`src/rtl/phase_meas_pkg.sv`:
```
// Shared constants for the N/Q phase measurement controller.
// Holds the FSM state encoding, the averaging depth (log2) and the default
// counter width that the display and LPF blocks also use.
package phase_meas_pkg;

   // Default width of the cycle counter and of the phase/period results.
   localparam int unsigned CNT_W_DEF = 16;

   // Number of periods averaged (as log2) when averaging is built in.
   localparam int unsigned AVG_LOG2 = 2;

   // FSM states
   localparam logic [1:0] ST_IDLE    = 2'd0;
   localparam logic [1:0] ST_WAIT_N  = 2'd1;
   localparam logic [1:0] ST_MEASURE = 2'd2;

endpackage : phase_meas_pkg

```
`src/rtl/edge_sync_rise.sv`:
```
// Synchronizes one asynchronous input into the clk domain and emits a
// one-cycle registered pulse on each rising edge.
// Ports:
//   clk, rst_n : clock, async active-low reset
//   d_i        : asynchronous input pin
//   rise_o     : one-cycle pulse, SYNC_STAGES+1 cycles after the pin rises
module edge_sync_rise #(
   parameter int unsigned SYNC_STAGES = 2
) (
   input  logic clk,
   input  logic rst_n,
   input  logic d_i,
   output logic rise_o
);

   logic [SYNC_STAGES-1:0] sync_q;
   logic                   prev_q;
   logic                   rise_q;

   // Synchronizer chain, previous-value flop and registered rise detect
   always_ff @(posedge clk or negedge rst_n) begin
      if (!rst_n) begin
         sync_q <= '0;
         prev_q <= 1'b0;
         rise_q <= 1'b0;
      end else begin
         sync_q <= {sync_q[SYNC_STAGES-2:0], d_i};
         prev_q <= sync_q[SYNC_STAGES-1];
         rise_q <= sync_q[SYNC_STAGES-1] & ~prev_q;
      end
   end

   assign rise_o = rise_q;

endmodule : edge_sync_rise

```
`src/rtl/phase_meas_ctrl.sv`:
```
// Phase/period measurement controller for encoder channels N and Q.
// Counts clkRef cycles from each N rise to the first following Q rise (phase)
// and to the next N rise (period), and publishes each result on a
// valid/ready handshake with timeout, missing-Q and overrun qualification.
// Optional averaging of 4 periods is built when PHASE_MEAS_AVG_EN is defined.
// Ports:
//   clkRef, rst_n          : clock, async active-low reset
//   enable                 : 1 = measure continuously, 0 = abort to idle
//   N, Q                   : asynchronous encoder channels
//   phase_cnt, period_cnt  : last published result
//   result_valid/ready     : result handshake
//   q_missing              : result qualifier, no Q rise in that period
//   timeout                : one-cycle pulse on counter saturation
//   overrun                : sticky, a result was dropped
//   busy                   : FSM in WAIT_N or MEASURE
module phase_meas_ctrl
   import phase_meas_pkg::*;
#(
   parameter int unsigned CNT_W       = CNT_W_DEF,
   parameter int unsigned SYNC_STAGES = 2
) (
   input  logic             clkRef,
   input  logic             rst_n,
   input  logic             enable,
   input  logic             N,
   input  logic             Q,
   output logic [CNT_W-1:0] phase_cnt,
   output logic [CNT_W-1:0] period_cnt,
   output logic             result_valid,
   input  logic             result_ready,
   output logic             q_missing,
   output logic             timeout,
   output logic             overrun,
   output logic             busy
);

   // Last count value that still yields a reportable period (2^CNT_W-1)
   localparam logic [CNT_W-1:0] CNT_LAST = {{(CNT_W-1){1'b1}}, 1'b0};

   logic             n_rise, q_rise, hs_c;
   logic [CNT_W-1:0] cnt_inc_c;

   logic [1:0]       state_q, state_d;
   logic [CNT_W-1:0] cnt_q, cnt_d;
   logic             q_seen_q, q_seen_d;
   logic [CNT_W-1:0] phase_reg_q, phase_reg_d;
   logic [CNT_W-1:0] phase_cnt_q, phase_cnt_d;
   logic [CNT_W-1:0] period_cnt_q, period_cnt_d;
   logic             valid_q, valid_d;
   logic             q_missing_q, q_missing_d;
   logic             timeout_q, timeout_d;
   logic             overrun_q, overrun_d;
   logic             busy_q, busy_d;

`ifdef PHASE_MEAS_AVG_EN
   localparam int unsigned ACC_W = CNT_W + AVG_LOG2;
   logic [ACC_W-1:0]    acc_ph_q, acc_ph_d, acc_per_q, acc_per_d;
   logic [ACC_W-1:0]    sum_ph_c, sum_per_c;
   logic [AVG_LOG2-1:0] avg_n_q, avg_n_d;

   assign sum_ph_c  = acc_ph_q + ACC_W'(phase_reg_q);
   assign sum_per_c = acc_per_q + ACC_W'(cnt_inc_c);
`endif

   edge_sync_rise #(.SYNC_STAGES(SYNC_STAGES)) u_sync_n (
      .clk(clkRef), .rst_n(rst_n), .d_i(N), .rise_o(n_rise)
   );

   edge_sync_rise #(.SYNC_STAGES(SYNC_STAGES)) u_sync_q (
      .clk(clkRef), .rst_n(rst_n), .d_i(Q), .rise_o(q_rise)
   );

   assign hs_c      = valid_q & result_ready;
   assign cnt_inc_c = cnt_q + CNT_W'(1);

   // Next-state and output logic
   always_comb begin
      state_d      = state_q;
      cnt_d        = cnt_q;
      q_seen_d     = q_seen_q;
      phase_reg_d  = phase_reg_q;
      phase_cnt_d  = phase_cnt_q;
      period_cnt_d = period_cnt_q;
      valid_d      = valid_q;
      q_missing_d  = q_missing_q;
      timeout_d    = 1'b0;
      overrun_d    = overrun_q;
`ifdef PHASE_MEAS_AVG_EN
      acc_ph_d     = acc_ph_q;
      acc_per_d    = acc_per_q;
      avg_n_d      = avg_n_q;
`endif

      // Accepted result drops valid; a same-cycle publish below overrides
      if (hs_c) valid_d = 1'b0;

      if (!enable) begin
         state_d   = ST_IDLE;
         cnt_d     = '0;
         q_seen_d  = 1'b0;
         overrun_d = 1'b0;
`ifdef PHASE_MEAS_AVG_EN
         acc_ph_d  = '0;
         acc_per_d = '0;
         avg_n_d   = '0;
`endif
      end else begin
         case (state_q)
            ST_IDLE: begin
               cnt_d   = '0;
               state_d = ST_WAIT_N;
            end
            ST_WAIT_N: begin
               // A Q rise coincident with the opening N edge is ignored
               if (n_rise) begin
                  cnt_d    = '0;
                  q_seen_d = 1'b0;
                  state_d  = ST_MEASURE;
               end
            end
            ST_MEASURE: begin
               cnt_d = cnt_inc_c;
               if (n_rise) begin
`ifdef PHASE_MEAS_AVG_EN
                  if (!q_seen_q) begin
                     acc_ph_d  = '0;
                     acc_per_d = '0;
                     avg_n_d   = '0;
                  end else if (avg_n_q == '1) begin
                     if (!valid_q || hs_c) begin
                        phase_cnt_d  = CNT_W'(sum_ph_c >> AVG_LOG2);
                        period_cnt_d = CNT_W'(sum_per_c >> AVG_LOG2);
                        q_missing_d  = 1'b0;
                        valid_d      = 1'b1;
                     end else begin
                        overrun_d = 1'b1;
                     end
                     acc_ph_d  = '0;
                     acc_per_d = '0;
                     avg_n_d   = '0;
                  end else begin
                     acc_ph_d  = sum_ph_c;
                     acc_per_d = sum_per_c;
                     avg_n_d   = avg_n_q + AVG_LOG2'(1);
                  end
`else
                  if (!valid_q || hs_c) begin
                     phase_cnt_d  = q_seen_q ? phase_reg_q : '0;
                     period_cnt_d = cnt_inc_c;
                     q_missing_d  = ~q_seen_q;
                     valid_d      = 1'b1;
                  end else begin
                     overrun_d = 1'b1;
                  end
`endif
                  // Coincident Q rise opens the new period with phase 0
                  cnt_d       = '0;
                  q_seen_d    = q_rise;
                  phase_reg_d = '0;
               end else begin
                  if (q_rise && !q_seen_q) begin
                     phase_reg_d = cnt_inc_c;
                     q_seen_d    = 1'b1;
                  end
                  // Next count would exceed the largest reportable period
                  if (cnt_q == CNT_LAST) begin
                     timeout_d = 1'b1;
                     cnt_d     = '0;
                     q_seen_d  = 1'b0;
                     state_d   = ST_WAIT_N;
`ifdef PHASE_MEAS_AVG_EN
                     acc_ph_d  = '0;
                     acc_per_d = '0;
                     avg_n_d   = '0;
`endif
                  end
               end
            end
            default: state_d = ST_IDLE;
         endcase
      end

      busy_d = (state_d != ST_IDLE);
   end

   // State register
   always_ff @(posedge clkRef or negedge rst_n) begin
      if (!rst_n) begin
         state_q      <= ST_IDLE;
         cnt_q        <= '0;
         q_seen_q     <= 1'b0;
         phase_reg_q  <= '0;
         phase_cnt_q  <= '0;
         period_cnt_q <= '0;
         valid_q      <= 1'b0;
         q_missing_q  <= 1'b0;
         timeout_q    <= 1'b0;
         overrun_q    <= 1'b0;
         busy_q       <= 1'b0;
`ifdef PHASE_MEAS_AVG_EN
         acc_ph_q     <= '0;
         acc_per_q    <= '0;
         avg_n_q      <= '0;
`endif
      end else begin
         state_q      <= state_d;
         cnt_q        <= cnt_d;
         q_seen_q     <= q_seen_d;
         phase_reg_q  <= phase_reg_d;
         phase_cnt_q  <= phase_cnt_d;
         period_cnt_q <= period_cnt_d;
         valid_q      <= valid_d;
         q_missing_q  <= q_missing_d;
         timeout_q    <= timeout_d;
         overrun_q    <= overrun_d;
         busy_q       <= busy_d;
`ifdef PHASE_MEAS_AVG_EN
         acc_ph_q     <= acc_ph_d;
         acc_per_q    <= acc_per_d;
         avg_n_q      <= avg_n_d;
`endif
      end
   end

   assign phase_cnt    = phase_cnt_q;
   assign period_cnt   = period_cnt_q;
   assign result_valid = valid_q;
   assign q_missing    = q_missing_q;
   assign timeout      = timeout_q;
   assign overrun      = overrun_q;
   assign busy         = busy_q;

endmodule : phase_meas_ctrl

```
`config.mk`:
```
export PLATFORM = sky130hd
export DESIGN_NAME = phase_meas_ctrl
export DESIGN_NICKNAME = d
export VERILOG_FILES = /design/src/rtl/phase_meas_pkg.sv /design/src/rtl/edge_sync_rise.sv /design/src/rtl/phase_meas_ctrl.sv
export SDC_FILE = /design/constraint.sdc
export NUM_CORES = 1
export LEC_CHECK = 0
export ABC_AREA = 1
export BUFFER_PORTS_ARGS = -buffer_cell sky130_fd_sc_hd__buf_4
export CAP_MARGIN = 40
export CORE_ASPECT_RATIO = 1.4
export CORE_MARGIN = 10
export CORE_UTILIZATION = 40
export CTS_CLUSTER_SIZE = 10
export DETAILED_ROUTE_END_ITERATION = 6
export GPL_TIMING_DRIVEN = 0
export HOLD_SLACK_MARGIN = 0.08
export PLACE_DENSITY = 0.61
export SYNTH_ARGS = -nofsm -noshare
export SYNTH_HDL_FRONTEND = slang
export SYNTH_HIERARCHICAL = 1
export SYNTH_SLANG_ARGS = --single-unit
```
`constraint.sdc`:
```
create_clock -name clkRef -period 1.3 [get_ports clkRef]
set_input_delay 0.13 -clock clkRef [delete_from_list [all_inputs] [get_ports clkRef]]
set_output_delay 0.13 -clock clkRef [all_outputs]
set_load 0.02 [all_outputs]
```
# Word level (Yosys, flattened, before mapping)
# Index checks and enable logic that the tools add are counted.
# W data, S select, Z words.
dict set report op_classes {
  order_cmp 0
  n_addsub 1
  bitwise_logic 6
  n_mul 0
  n_mux 32
  reduce_logical 12
  div_mod_pow 0
  shifts 0
  n_eq_ne 10
}
# cell count
set op_table {}
lappend op_table {{$mux W16} 7}
lappend op_table {{$pmux W16 S3} 1}
lappend op_table {{$mux W1} 18}
lappend op_table {{$add A16 B1 Y16 const B} 1}
lappend op_table {{$eq A16 B16 Y1 const B} 1}
lappend op_table {{$reduce_and A3 Y1} 3}
lappend op_table {{$mux W2} 4}
lappend op_table {{$pmux W2 S3} 1}
lappend op_table {{$ne A5 B4 Y1 const B} 1}
lappend op_table {{$ne A2 B1 Y1 const B} 2}
lappend op_table {{$ne A4 B1 Y1 const B} 1}
lappend op_table {{$reduce_and A4 Y1} 1}
lappend op_table {{$reduce_bool A2 Y1} 2}
lappend op_table {{$and A1 B1 Y1} 3}
lappend op_table {{$ne A3 B1 Y1 const B} 1}
lappend op_table {{$ne A3 B2 Y1 const B} 1}
lappend op_table {{$not A1 Y1} 3}
lappend op_table {{$eq A2 B1 Y1 const B} 1}
lappend op_table {{$eq A2 B2 Y1 const B} 1}
lappend op_table {{$logic_not A1 Y1} 2}
lappend op_table {{$logic_not A2 Y1} 1}
lappend op_table {{$ne A2 B2 Y1 const B} 1}
lappend op_table {{$pmux W1 S2} 1}
lappend op_table {{$reduce_and A2 Y1} 1}
lappend op_table {{other kinds (2)} 2}
dict set report totals {
  mem_count 0
  latchBits 0
  inputBits 6
  romBits 0
  word_cells 78
  regBits 80
  ram_bits 0
}

# Depth between registers and ports, before layout
dict set report depth {
  depth_word 7
  ltp_mapped 11
}

# Cells and area by module
# Netlist, hierarchy kept.
# mod seq_area_each_um2 n_inst cells_each area_per_inst_um2
set by_module_without_submodules {}
lappend by_module_without_submodules {phase_meas_ctrl 1801.7 1 366 3158.0}
lappend by_module_without_submodules {edge_sync_rise 100.1 2 6 110.1}

# Least setup slack after synthesis
# Ideal clock, no wire load.
dict set report synth_path {
  path_type {reg2reg}
  from {register cnt_q[0]}
  to {register q_seen_q}
  setup_time_ns 0.117
  stages_incl_launch_ff 11
  t_arrival_ns 1.335
  required_ns 1.183
  synth_period_minus_slack_ns 1.451
  path_buffers 1
  slack_ns -0.151
  path_cell_list {dfrtp_1 > inv_1 > ha_1 > inv_1 > nor2_1 > nand2_1 > o21ai_0 > buf_2 > nand2_1 > nand3_1 > nand2_1}
}
dict set report synth_via {
  elab_chain_len 5
}
# item line_no
set synth_lines {}
lappend synth_lines {{start, declared} phase_meas_ctrl.sv:44} ;# logic [CNT_W-1:0] cnt_q, cnt_d;
lappend synth_lines {{start signal, assigned} phase_meas_ctrl.sv:207} ;# cnt_q <= cnt_d;
lappend synth_lines {{$eq A16 B16 Y1 *} phase_meas_ctrl.sv:166} ;# if (cnt_q == CNT_LAST) begin
lappend synth_lines {{$mux W1} phase_meas_ctrl.sv:166}
lappend synth_lines {{$mux W1} phase_meas_ctrl.sv:123} ;# if (n_rise) begin
lappend synth_lines {{$pmux W1 S2} phase_meas_ctrl.sv:108} ;# case (state_q)
lappend synth_lines {{$mux W1} phase_meas_ctrl.sv:97} ;# if (!enable) begin
lappend synth_lines {{end signal, assigned} phase_meas_ctrl.sv:208} ;# q_seen_q <= q_seen_d;
lappend synth_lines {{end, declared} phase_meas_ctrl.sv:45} ;# logic q_seen_q, q_seen_d;
# Every way passes the cells marked *; elsewhere a longest branch is shown, timed or not.
# A chain may end at the register's enable or synchronous reset.

# Final worst setup path
# Same ends and word-level chain as after synthesis.

==> flow_summary_export.csv <==
group,metric,value,unit
floorplanning,fp.dieH,129,um
critical_path,cp-startpoint,"cnt_q[0]",
drt,drcViolationCount,0,
drt,drt-vias-per-instance,4.98,
drt,detail_route.wl_per_cell,15.4,um
clock_tree,numCtsBuffers,9,
logic_synthesis,synth_compound_area_frac,0.107,
floorplanning,ios,43,
cells_and_area,final_cell_area,5010,um^2
sta,setup_slack,-170,ps
cells_and_area,final_net_count,478,
sta,hold_viol_final,0,
floorplanning,rows,39,
run_status,violations,"setup timing",
hold_path,worstHoldStart,"enable",
run_status,status,"complete, but fails checks",
place,placed_instance_area,3870,um^2
clock_tree,cts_tree,"yes",
critical_path,cp.arrival,1700,ps
sta,timing.fmax,680,MHz
critical_path,path_cells,"inv_2 > ha_4 > inv_2 > nor2_2 > nand2_2 > o21ai_4 > buf_6 > nand2_2 > nand3_2 > nand2_1",
sta,worst_clock_skew,6.88,ps
logic_synthesis,synth_top_area_frac,0.593,
grt,globalRouteTotalUtil,0.137,
power_and_ir_drop,total_leakage_power,2.47,nW
place,place.gp.congestion,0.850,
logic_synthesis,synthCells,378,
cells_and_area,count_of_placed_standard_cells_in_the_final_layout_fillers_left_out,576,
logic_synthesis,dominantRegCellSynth,"sky130_fd_sc_hd__dfrtp_1",
hold_path,min_path_type,"primary input to flop",
logic_synthesis,post_synthesis_sequential_area_ratio,0.593,
sta,final_setup_violation_count,68,
sta,unrepaired_setup_endpoints_after_global_routing,"yes",
logic_synthesis,edff_count_synth,0,
sta,totalNegativeSetupSlack,-8500,ps
grt,via_count_of_the_first_global_routing_pass,2820,
clock_tree,clock_tree.buffer_depth,2,
clock_tree,cts_sink_count,80,
grt,grt_pass1_wl,13900,um
clock_tree,clock_insertion_delay_worst_skew,340,ps
critical_path,regToRegStartpoint,"cnt_q[0]",
sta,whs,112,ps
grt,overflow,0,
logic_synthesis,postSynthAreaPerCell,8.94,um^2
cells_and_area,most-common-layout-cells,"104 x sky130_fd_sc_hd__nand2_1, 73 x sky130_fd_sc_hd__dfrtp_1, 69 x sky130_fd_sc_hd__buf_4",
cells_and_area,drive_above_1_share,0.428,
clock_tree,clock_tree.root_cell,"sky130_fd_sc_hd__clkbuf_16",
drt,ant_nets,0,
critical_path,critical_path.max_stage_delay,440,ps
logic_synthesis,synth_top_family_by_area,"simple AND/OR/NAND/NOR gates",
logic_synthesis,synth_largest_area_cell,"sky130_fd_sc_hd__dfrtp_1",
sta,layout_min_cycle_time,1470,ps
drt,routed-via-count,2869,
power_and_ir_drop,ir_drop,0.711,mV
critical_path,critPathCaptureType,"flop",
power_and_ir_drop,power_density,1150,nW/um^2
critical_path,worstSetupStartpointType,"flop",
drt,drt_first_iter_violations,241,
logic_synthesis,share_of_synthesized_flip_flops_with_an_asynchronous_set_or_reset,1.00,
grt,grt_antenna_before_repair,0,
place,hpwlAfterDp,5460,um
cells_and_area,num_antenna_cells,0,
job,drv.max_cap_violation_count,0,
logic_synthesis,yosysUniqueCellTypes,26,
logic_synthesis,xor_xnor_fraction_of_synth_area,0.0156,
floorplanning,floorplan.core_area,8200,um^2
clock_tree,clock_tree.htree_level_count,3,
critical_path,timing.critical_path.required,1530,ps
logic_synthesis,syn-cell-area,3380,um^2
sta,slew_headroom,0.626,
critical_path,max_fanout_on_critical_path,5,
sta,worst_margin_pin_slew,560,ps
logic_synthesis,yosysWarningCount,6,
sta,timing_max_transition_violations_final,0,
cells_and_area,area_delta_synth_final,48.3,%
floorplanning,floorplan.die_area,12600,um^2
sta,period_share,1.13,
logic_synthesis,synth_fa_ha_area_frac,0.00741,
drt,postRouteWirelength,8890,um
critical_path,critical_path.slowest_cell,"sky130_fd_sc_hd__dfrtp_2",
logic_synthesis,synth.area.mux_share,0,
grt,pin_count_of_the_biggest_net_entering_global_routing,43,
logic_synthesis,ys_ff_latch,80,
place,port_buffers,42,
critical_path,worstSetupPathType,"flop to flop",
logic_synthesis,synthTopCellsByArea,"sky130_fd_sc_hd__dfrtp_1 59%, sky130_fd_sc_hd__nand2_1 15%, sky130_fd_sc_hd__inv_1 4.9%",
logic_synthesis,synth_simple_gate_area_frac,0.211,
place,dp_cells,523,
logic_synthesis,syn-num-nets,386,
floorplanning,die_x,97.7,um
drt,drt_pre_antenna_iters,4,
floorplanning,initial_utilization,0.412,
cells_and_area,layout.cells.most_common,"sky130_fd_sc_hd__nand2_1",
clock_tree,worst_setup_hold_path_clk_slew,60,ps
-- flip-flops by register name, summed over array words and instances, names as in the netlist --
signal / flops
busy: 1
cnt_q: 16
overrun: 1
period_cnt: 16
phase_cnt: 16
phase_reg_q: 16
q_missing: 1
q_seen_q: 1
result_valid: 1
state_q: 2
timeout: 1
u_sync_n/prev_q: 1
u_sync_n/rise_o: 1
u_sync_n/sync_q: 2
u_sync_q/prev_q: 1
u_sync_q/rise_o: 1
u_sync_q/sync_q: 2
-- critical path, delay by kind of cell (launching register included) --
family,cells,cell delay [ps]
flip-flops,1,440
AND/OR/NAND/NOR,5,330
AO/OA/AOI/OAI,1,190
adder cells (fa/ha/maj),1,120
buffers and inverters,3,280
-- logic make-up after synthesis --
group / Yosys count
xor gates and xnor gates: 6
adders and majority gates: 2
DFF: 80
buffers and inverters: 56
and+or+nand+nor: 174
AOI/OAI and AO/OA: 60
-- per-layer routing --
metal	part of all wire	vias up	wire, um	track usage
met5	0	-	0	0
met4	0.030	0	269	0.0669
met3	0.052	26	464	0.0402
met2	0.53	71	4670	0.232
met1	0.39	1393	3490	0.154
li1	-	1379	-	-
-- final timing paths --
check / end / slack, ps / depth (start not counted)
max: q_seen_q / -170 / 10
min: state_q[1] / 110 / 3
max reg2reg: q_seen_q / -170 / 10
min reg2reg: u_sync_n/sync_q[1] / 350 / 0
max in group asynchronous: cnt_q[6] / 350 / 3
min in group asynchronous: period_cnt[1] / 330 / 2
-- report_power, final --
part	switching [mW]	total, mW	internal, mW
Sequential	0.0602	2.72	2.66
Combinational	0.277	0.462	0.185
Clock	0.949	2.57	1.63
-- through the flow --
| step | setup WS [ps] | util | power (mW) |
|---|---|---|---|
| CTS | -185 | 0.568 | 5.76 |
| global route | -252 | 0.611 | 5.97 |
| floorplan | -126 | - | 2.98 |
| detailed placement | -428 | 0.472 | 3.14 |
| global placement | -375 | 0.470 | 3.12 |
| finish | -170 | 0.611 | 5.75 |
-- synth_stat cells (2+ instances only) --
library cell,instances
sky130_fd_sc_hd__o21bai_1,2
sky130_fd_sc_hd__inv_2,4
sky130_fd_sc_hd__nand3_1,12
sky130_fd_sc_hd__dfrtp_1,80
sky130_fd_sc_hd__o21ai_0,24
sky130_fd_sc_hd__nand4_1,3
sky130_fd_sc_hd__a21oi_1,3
sky130_fd_sc_hd__nor2_2,4
sky130_fd_sc_hd__inv_1,44
sky130_fd_sc_hd__nand2_1,131
sky130_fd_sc_hd__nor2_1,20
sky130_fd_sc_hd__ha_1,2
sky130_fd_sc_hd__o22ai_1,12
sky130_fd_sc_hd__buf_2,6
sky130_fd_sc_hd__xor2_1,5
sky130_fd_sc_hd__o21ai_1,9
sky130_fd_sc_hd__o21ai_2,8
-- final cells by class --
type / count / area, um^2
plain buffers: 7 / 98.8
clock buffers: 12 / 267
clock inverters: 3 / 40.0
fillers: 673 / 3190
inverters: 49 / 204
multi-input cells: 242 / 1580
flip-flops and latches: 80 / 2010
well taps: 102 / 128
repair buffers: 81 / 687
-- what timing repair did --
action                                 4_1_cts  5_1_grt
hold buffers                                 4        0
buffers inserted                            23        8
setup endpoints to repair                   69       69
resized for setup                           70       75
gates cloned                                 3        1
endpoints found under the hold margin       45        0
pin swaps                                   22       19
Note: power is estimated with default switching activity, not from simulation.
